### config.mk
export PLATFORM = sky130hd
export DESIGN_NAME = pc_gen
export DESIGN_NICKNAME = d
export VERILOG_FILES = /design/src/rtl/pc_gen.sv
export SDC_FILE = /design/constraint.sdc
export NUM_CORES = 1
export LEC_CHECK = 0
export CAP_MARGIN = 30
export CORE_ASPECT_RATIO = 0.75
export CORE_MARGIN = 2
export CORE_UTILIZATION = 40
export DETAILED_ROUTE_END_ITERATION = 10
export PLACE_DENSITY = 0.76
export SLEW_MARGIN = 20
export SYNTH_ARGS = -nofsm -noshare
export SYNTH_HDL_FRONTEND = slang
export SYNTH_SLANG_ARGS = --single-unit
export TNS_END_PERCENT = 100
### constraint.sdc
create_clock -name clk -period 3.75 [get_ports clk]
set_input_delay 0.5625 -clock clk [delete_from_list [all_inputs] [get_ports clk]]
set_output_delay 0.5625 -clock clk [all_outputs]
set_load 0.02 [all_outputs]
### src/rtl/pc_gen.sv
// rtl/pc_gen.sv - fetch PC generator with boot/run/halt FSM, redirects and epoch tagging
module pc_gen #(
  parameter int unsigned     XLEN      = 64,
  parameter logic [XLEN-1:0] RESET_VEC = '0,
  parameter int unsigned     C_EXT     = 0
) (
  input  logic            clk,
  input  logic            reset_n,
  input  logic            stall,
  input  logic            is_compressed,
  input  logic            br_taken,
  input  logic [XLEN-1:0] br_target,
  input  logic            trap_take,
  input  logic [XLEN-1:0] trap_vec,
  input  logic            halt_req,
  input  logic            resume,
  output logic [XLEN-1:0] pc_out,
  output logic            pc_valid,
  output logic            misalign,
  output logic [1:0]      epoch,
  output logic [1:0]      state
);

  typedef enum logic [1:0] {
    BOOT = 2'b00,
    RUN  = 2'b01,
    HALT = 2'b10
  } state_t;

  // Low address bits that must be zero for a legal fetch address.
  localparam logic [XLEN-1:0] ALIGN_MASK = (C_EXT != 0) ? XLEN'(1) : XLEN'(3);

  state_t          state_q;
  logic [XLEN-1:0] pc_q;
  logic            misalign_q;
  logic [1:0]      epoch_q;
  logic [XLEN-1:0] pc_step;
  logic            br_misaligned;
  logic [XLEN-1:0] trap_pc;

  // Sequential increment size and redirect address qualification.
  always_comb begin
    pc_step       = ((C_EXT != 0) && is_compressed) ? XLEN'(2) : XLEN'(4);
    br_misaligned = |(br_target & ALIGN_MASK);
    trap_pc       = trap_vec & ~ALIGN_MASK;
  end

  // Control FSM: boot, run with prioritised redirects, and halt.
  always_ff @(posedge clk) begin
    if (!reset_n) begin
      state_q    <= BOOT;
      pc_q       <= RESET_VEC;
      misalign_q <= 1'b0;
      epoch_q    <= 2'd0;
    end else begin
      // misalign is a single-cycle pulse unless re-armed below
      misalign_q <= 1'b0;
      case (state_q)
        BOOT: begin
          state_q <= RUN;
        end
        RUN: begin
          if (trap_take) begin
            pc_q    <= trap_pc;
            epoch_q <= epoch_q + 2'd1;
          end else if (br_taken) begin
            if (br_misaligned) begin
              misalign_q <= 1'b1;
            end else begin
              pc_q    <= br_target;
              epoch_q <= epoch_q + 2'd1;
            end
          end else if (halt_req) begin
            state_q <= HALT;
          end else if (!stall) begin
            pc_q <= pc_q + pc_step;
          end
        end
        HALT: begin
          if (trap_take) begin
            pc_q    <= trap_pc;
            epoch_q <= epoch_q + 2'd1;
            state_q <= RUN;
          end else if (resume) begin
            state_q <= RUN;
          end
        end
        default: begin
          state_q <= BOOT;
          pc_q    <= RESET_VEC;
        end
      endcase
    end
  end

  // Outputs come straight from the state registers.
  always_comb begin
    pc_out   = pc_q;
    pc_valid = (state_q == RUN);
    misalign = misalign_q;
    epoch    = epoch_q;
    state    = state_q;
  end

endmodule

### Word-level counts from Yosys, hierarchy flattened

Cells that the tools add are included.
Widths: inputs -> output; s select.

| storage, ports and cells | value |
|---|---|
| register bits after elaboration | 69 |
| bits of input ports | 136 |
| output and inout port bits | 70 |
| word-level logic and storage cells | 48 |

| operators by class | value |
|---|---|
| add/sub/neg operators | 2 |
| equality and inequality tests | 12 |
| muxes and demuxes | 19 |
| bitwise operators | 4 |
| reductions and logical operators | 7 |

Operators by type and width:

| cell | count |
|---|---|
| $mux 64 | 6 |
| $pmux 64 s3 | 1 |
| $add 64x3->64 const B | 1 |
| $mux 2 | 9 |
| $ne 4x4->1 const B | 3 |
| $ne 3x3->1 const B | 3 |
| $ne 2x2->1 const B | 4 |
| $reduce_and 4->1 | 2 |
| $pmux 2 s3 | 1 |
| $reduce_and 5->1 | 1 |
| $not 1->1 | 4 |
| $pmux 2 s2 | 1 |
| $reduce_or 4->1 | 1 |
| $add 2x1->2 const B | 1 |
| $eq 2x1->1 const B | 1 |
| $eq 2x2->1 const B | 1 |
| $logic_not 2->1 | 1 |
| $reduce_bool 2->1 | 1 |
| $reduce_or 2->1 | 1 |
| $mux 1 | 1 |

### Longest topological paths before layout

| logic depth | value |
|---|---|
| word-level depth | 6 |
| depth in mapped cells | 11 |
| mapped depth without buffers | 8 |

### Least setup slack after synthesis

Ideal clock, no wire load.

| timing | value |
|---|---|
| kind | reg-to-reg |
| start | register state_q[0] (netlist: state[0]) |
| end | register pc_q[57] (netlist: pc_out[57]) |
| library setup time | 133 ps |
| arrival time | 2413 ps |
| data required time | 3617 ps |
| slack | 1205 ps |
| cell stages (with the launch flop) | 11 |
| path buffers | 3 |
| path through | dfxtp_1 -> ha_1 -> buf_2 -> or3b_1 -> buf_2 -> nor2_1 -> nor2_1 -> clkbuf_1 -> and3_1 -> a31oi_1 -> o211ai_1 |

| between the ends | value |
|---|---|
| cells in the longest elaborated chain, start to end | 3 |

RTL lines:

| what | line | text |
|---|---|---|
| from (decl) | 33 | `state_t state_q;` |
| from (signal assigned) | 51 | `state_q <= BOOT;` |
| from (signal assigned) | 60 | `state_q <= RUN;` |
| from (signal assigned) | 74 | `state_q <= HALT;` |
| $eq 2x1->1 * | - |  |
| net pc_valid | 18 | `output logic pc_valid,` |
| $ne 4x4->1 (no line) | - |  |
| $reduce_and 5->1 (no line) | - |  |
| to (signal assigned) | 64 | `pc_q <= trap_pc;` |
| to (signal assigned) | 70 | `pc_q <= br_target;` |
| to (signal assigned) | 76 | `pc_q <= pc_q + pc_step;` |
| to (decl) | 34 | `logic [XLEN-1:0] pc_q;` |

The timed path passes the listed nets; every way through them passes the cells marked *.
A chain may end at the register's enable or synchronous reset.

### Worst setup path after layout

| timing | value |
|---|---|
| start | input port trap_take |
| end | register pc_q[15] (netlist: pc_out[15]) |

| between the ends | value |
|---|---|
| cells in the longest elaborated chain, start to end | 2 |

RTL lines:

| what | line | text |
|---|---|---|
| from (decl) | 13 | `input logic trap_take,` |
| $ne 4x4->1 (no line), or another cell as far along | - |  |
| $reduce_and 5->1 (no line) / $pmux 64 s3 (equally long branches) | - |  |

Several ways; a longest one is shown, not always the timed one.

==> key figures <==
Run status
  • Status: finished, final reports clean

Synth
  • Post-synth EDFFs: 0
  • Flops & latches, synth: 69
  • Synth Warn #: 0
  • Synthesized area: 4910 um^2
  • Post-Synthesis Net Count: 783
  • Seq/Total Area, Yosys: 28.13%
  • Share of flip-flops with an asynchronous set or reset: 0%
  • Mapped Cells: 641
  • Post-synth top flop: dfxtp_1
  • Yosys cell types: 70
  • Syn avg cell area: 7.659 um^2

Placement
  • Dpl cells: 988
  • Placed Area: 7136 um^2
  • Pre-CTS WS: 355.7 ps
  • PortBufs: 202
  • Estimated wirelength of the detail-placed design: 14600 um
  • Routability cong.: 0.8830

STA
  • RSZ-0062 raised after global routing: false
  • Min Tclk post-route: 3204 ps
  • Count of final setup violators: 0
  • Max Clk Rate: 0.3121 GHz
  • Worst slew pin tran: 901.5 ps
  • Max Slew Vio Count: 0
  • Relative slew margins: 39.71%
  • Final worst-path cycle share: 85.44%
  • Fin Clk Skew: 5.748 ps
  • Final worst-path setup slack: 545.9 ps
  • Total negative setup slack: 0 ps
  • Final hold vios: 0

Floorplanning
  • Die area: 13190 um^2
  • Die Span Y: 99.95 um
  • Core footprint: 12130 um^2
  • Num rows: 35
  • Initial Utilization: 40.47%
  • Die Span X: 131.9 um
  • Ports: 206

Routing
  • WL/cell: 19.61 um
  • Drt total wl: 19670 um
  • Initial detailed-routing violation count: 634
  • Remaining DRCs: 0
  • DRT antenna net count: 0
  • Detailed Routing Iterations Pass 1: 6
  • Via count: 6004
  • Via density: 5.986

Clock network
  • Clk pin slew, worst setup/hold paths: 60 ps
  • H-tree depth: 3
  • CTS root buffer: clkbuf_16
  • Post-CTS Setup Bufs: 0
  • CTS Buf Count: 9
  • Hold_buf cts: 0
  • Max Root-Sink Buffers: 2
  • CTS tree: built
  • Latest clock arrival within the worst-skew pair: 330 ps
  • CTS resizes: 0
  • CTS Sinks: 69

Critical path
  • Required @ worst endpoint: 4020 ps
  • Crit-path max FO: 15
  • CP Launch Type: input pin
  • Worst reg2reg path depth: 8
  • Setup slack, reg-to-reg: 580 ps
  • Crit path from: trap_take
  • Critical Path Sink Type: flip-flop
  • WP data arrival: 3480 ps
  • CP Class: input pin to flip-flop
  • Reg2reg start: state[1]
  • CP endpoint: pc_out[15]
  • RR Endpoint: pc_out[15]

GRT
  • Congestion Overflow GR: 0
  • Largest net degree at the start of global routing: 36
  • Gr usage total: 28.75%
  • First-pass GRT wire length: 30340 um
  • Initial antenna violation count: 0
  • Vias in the first global route: 5645

Flow run
  • Max cap viols: 0

Min path
  • Hold/Removal Path Class: flip-flop to flip-flop

Finish
  • Antenna diode count: 0
  • Finished Layout Cells: 1003
  • Layout cell share with drive strength beyond 1: 6.691%
  • Layout Nets: 975
  • Area grow syn2layout: 51.76%
  • Final instance area: 7451 um^2

Pwr
  • PwrDens: 425.2 nW/um^2
  • Max VDD drop: 263.6 uV
  • LEAKAGE: 2.648 nW
flip-flops by register name (all words and copies together), names as in the netlist:
register and flops:
misalign 1, pc_out 64, state 2, epoch 2
cell type report:
cell class | count | area (um^2)
Tap cell | 166 | 207.7
Inverter | 14 | 52.55
Fill cell | 1098 | 4679
Timing Repair Buffer | 222 | 2185
Clock inverter | 4 | 72.57
Clock buffer | 11 | 242.7
Multi-Input combinational cell | 517 | 3309
Sequential cell | 69 | 1381
how the worst min path moves through the flow:
stage / startpoint / end / cells after the start
floorplan: pc_out[0] / pc_out[0] / 2
CTS: pc_out[0] / pc_out[0] / 2
global placement: pc_out[0] / pc_out[0] / 2
detailed placement: pc_out[0] / pc_out[0] / 2
global route: pc_out[0] / pc_out[0] / 2
finish: pc_out[0] / pc_out[0] / 2
layer usage:
layer  part of all wire [%]  global-route usage [%]  vias to the layer above
met5                      0                       0                        -
met1                     45                   40.75                     2805
met3                    9.9                   6.313                       21
met2                     44                   44.43                      343
met4                   0.99                   7.274                        0
li1                       -                       -                     2835
cells in the final DEF, fill, tap and decap left out, drive strengths merged, types with 4 or more instances in the layout:
| cell type | Yosys | layout |
|---|---|---|
| a21o | 4 | 4 |
| a21oi | 27 | 27 |
| a22o | 20 | 20 |
| a22oi | 32 | 32 |
| a31oi | 11 | 11 |
| and2 | 9 | 9 |
| and3 | 16 | 16 |
| and4 | 13 | 13 |
| buf | 16 | 20 |
| clkbuf | 25 | 11 |
| clkdlybuf4s50 | 0 | 202 |
| dfxtp | 69 | 69 |
| ha | 6 | 6 |
| inv | 14 | 14 |
| mux2i | 8 | 8 |
| nand2 | 77 | 77 |
| nand3 | 32 | 32 |
| nand4 | 25 | 25 |
| nor2 | 52 | 52 |
| nor3 | 9 | 9 |
| nor4 | 10 | 10 |
| o211ai | 12 | 12 |
| o21ai | 58 | 58 |
| o221ai | 9 | 9 |
| o2bb2ai | 4 | 4 |
| o31a | 4 | 4 |
| o31ai | 9 | 9 |
| xnor2 | 13 | 13 |
| xor2 | 13 | 13 |
cells in the mapped netlist (7+ instances only):
master	count	area, um^2
dfxtp_1	69	1381
nand3_1	30	150.1
nor4_1	7	43.79
a22oi_1	32	240.2
nor2_1	52	195.2
o21ai_0	56	280.3
a31oi_1	11	68.82
and4_1	12	105.1
a21oi_1	27	135.1
mux2i_1	8	80.08
o31ai_1	9	67.56
o211ai_1	12	90.09
inv_1	14	52.55
and3_1	16	100.1
clkbuf_1	25	93.84
nand4_1	22	137.6
o221ai_1	9	78.83
xnor2_1	13	113.9
nor3_1	7	35.03
buf_2	15	75.07
a22o_1	20	175.2
nand2_1	77	289.0
and2_1	7	43.79
xor2_1	13	113.9
cells by family after synthesis:
logic type	Yosys count	share of synthesized area, %
AO/OA/AOI/OAI	214	29.82
buffers and inverters	55	4.587
multiplexers	10	2.090
XOR/XNOR	26	4.638
adder cells (fa/ha/maj)	6	1.529
flip-flops	69	28.13
AND/OR/NAND/NOR	261	29.21
worst max-delay path: stages:
cell	delay, ps
clkdlybuf4s50_1	600
nand2b_1	220
o211ai_1	200
nor3_4	780
nand2_1	540
o31ai_1	380
a221o_1	190
stage by stage:
stage | hold slack, ps | util [%] | power [W]
after CTS | 433.7 | 61.42 | 0.003151
after global placement | 416.6 | 58.77 | 0.002191
after floorplan | 506.1 | - | 0.001645
after detailed placement | 424.2 | 58.82 | 0.002225
final | 430.3 | 61.42 | 0.003168
after global routing | 458.6 | 61.42 | 0.003306
power breakdown:
group / total [W] / switching, W / internal [W]
clock: 0.000927 / 0.000331 / 0.000596
combinational: 0.00134 / 0.000759 / 0.000576
sequential: 0.000907 / 0.000107 / 0.000800
total: 0.00317 / 0.00120 / 0.00197
No activity file was read; power rests on OpenSTA's default activity.
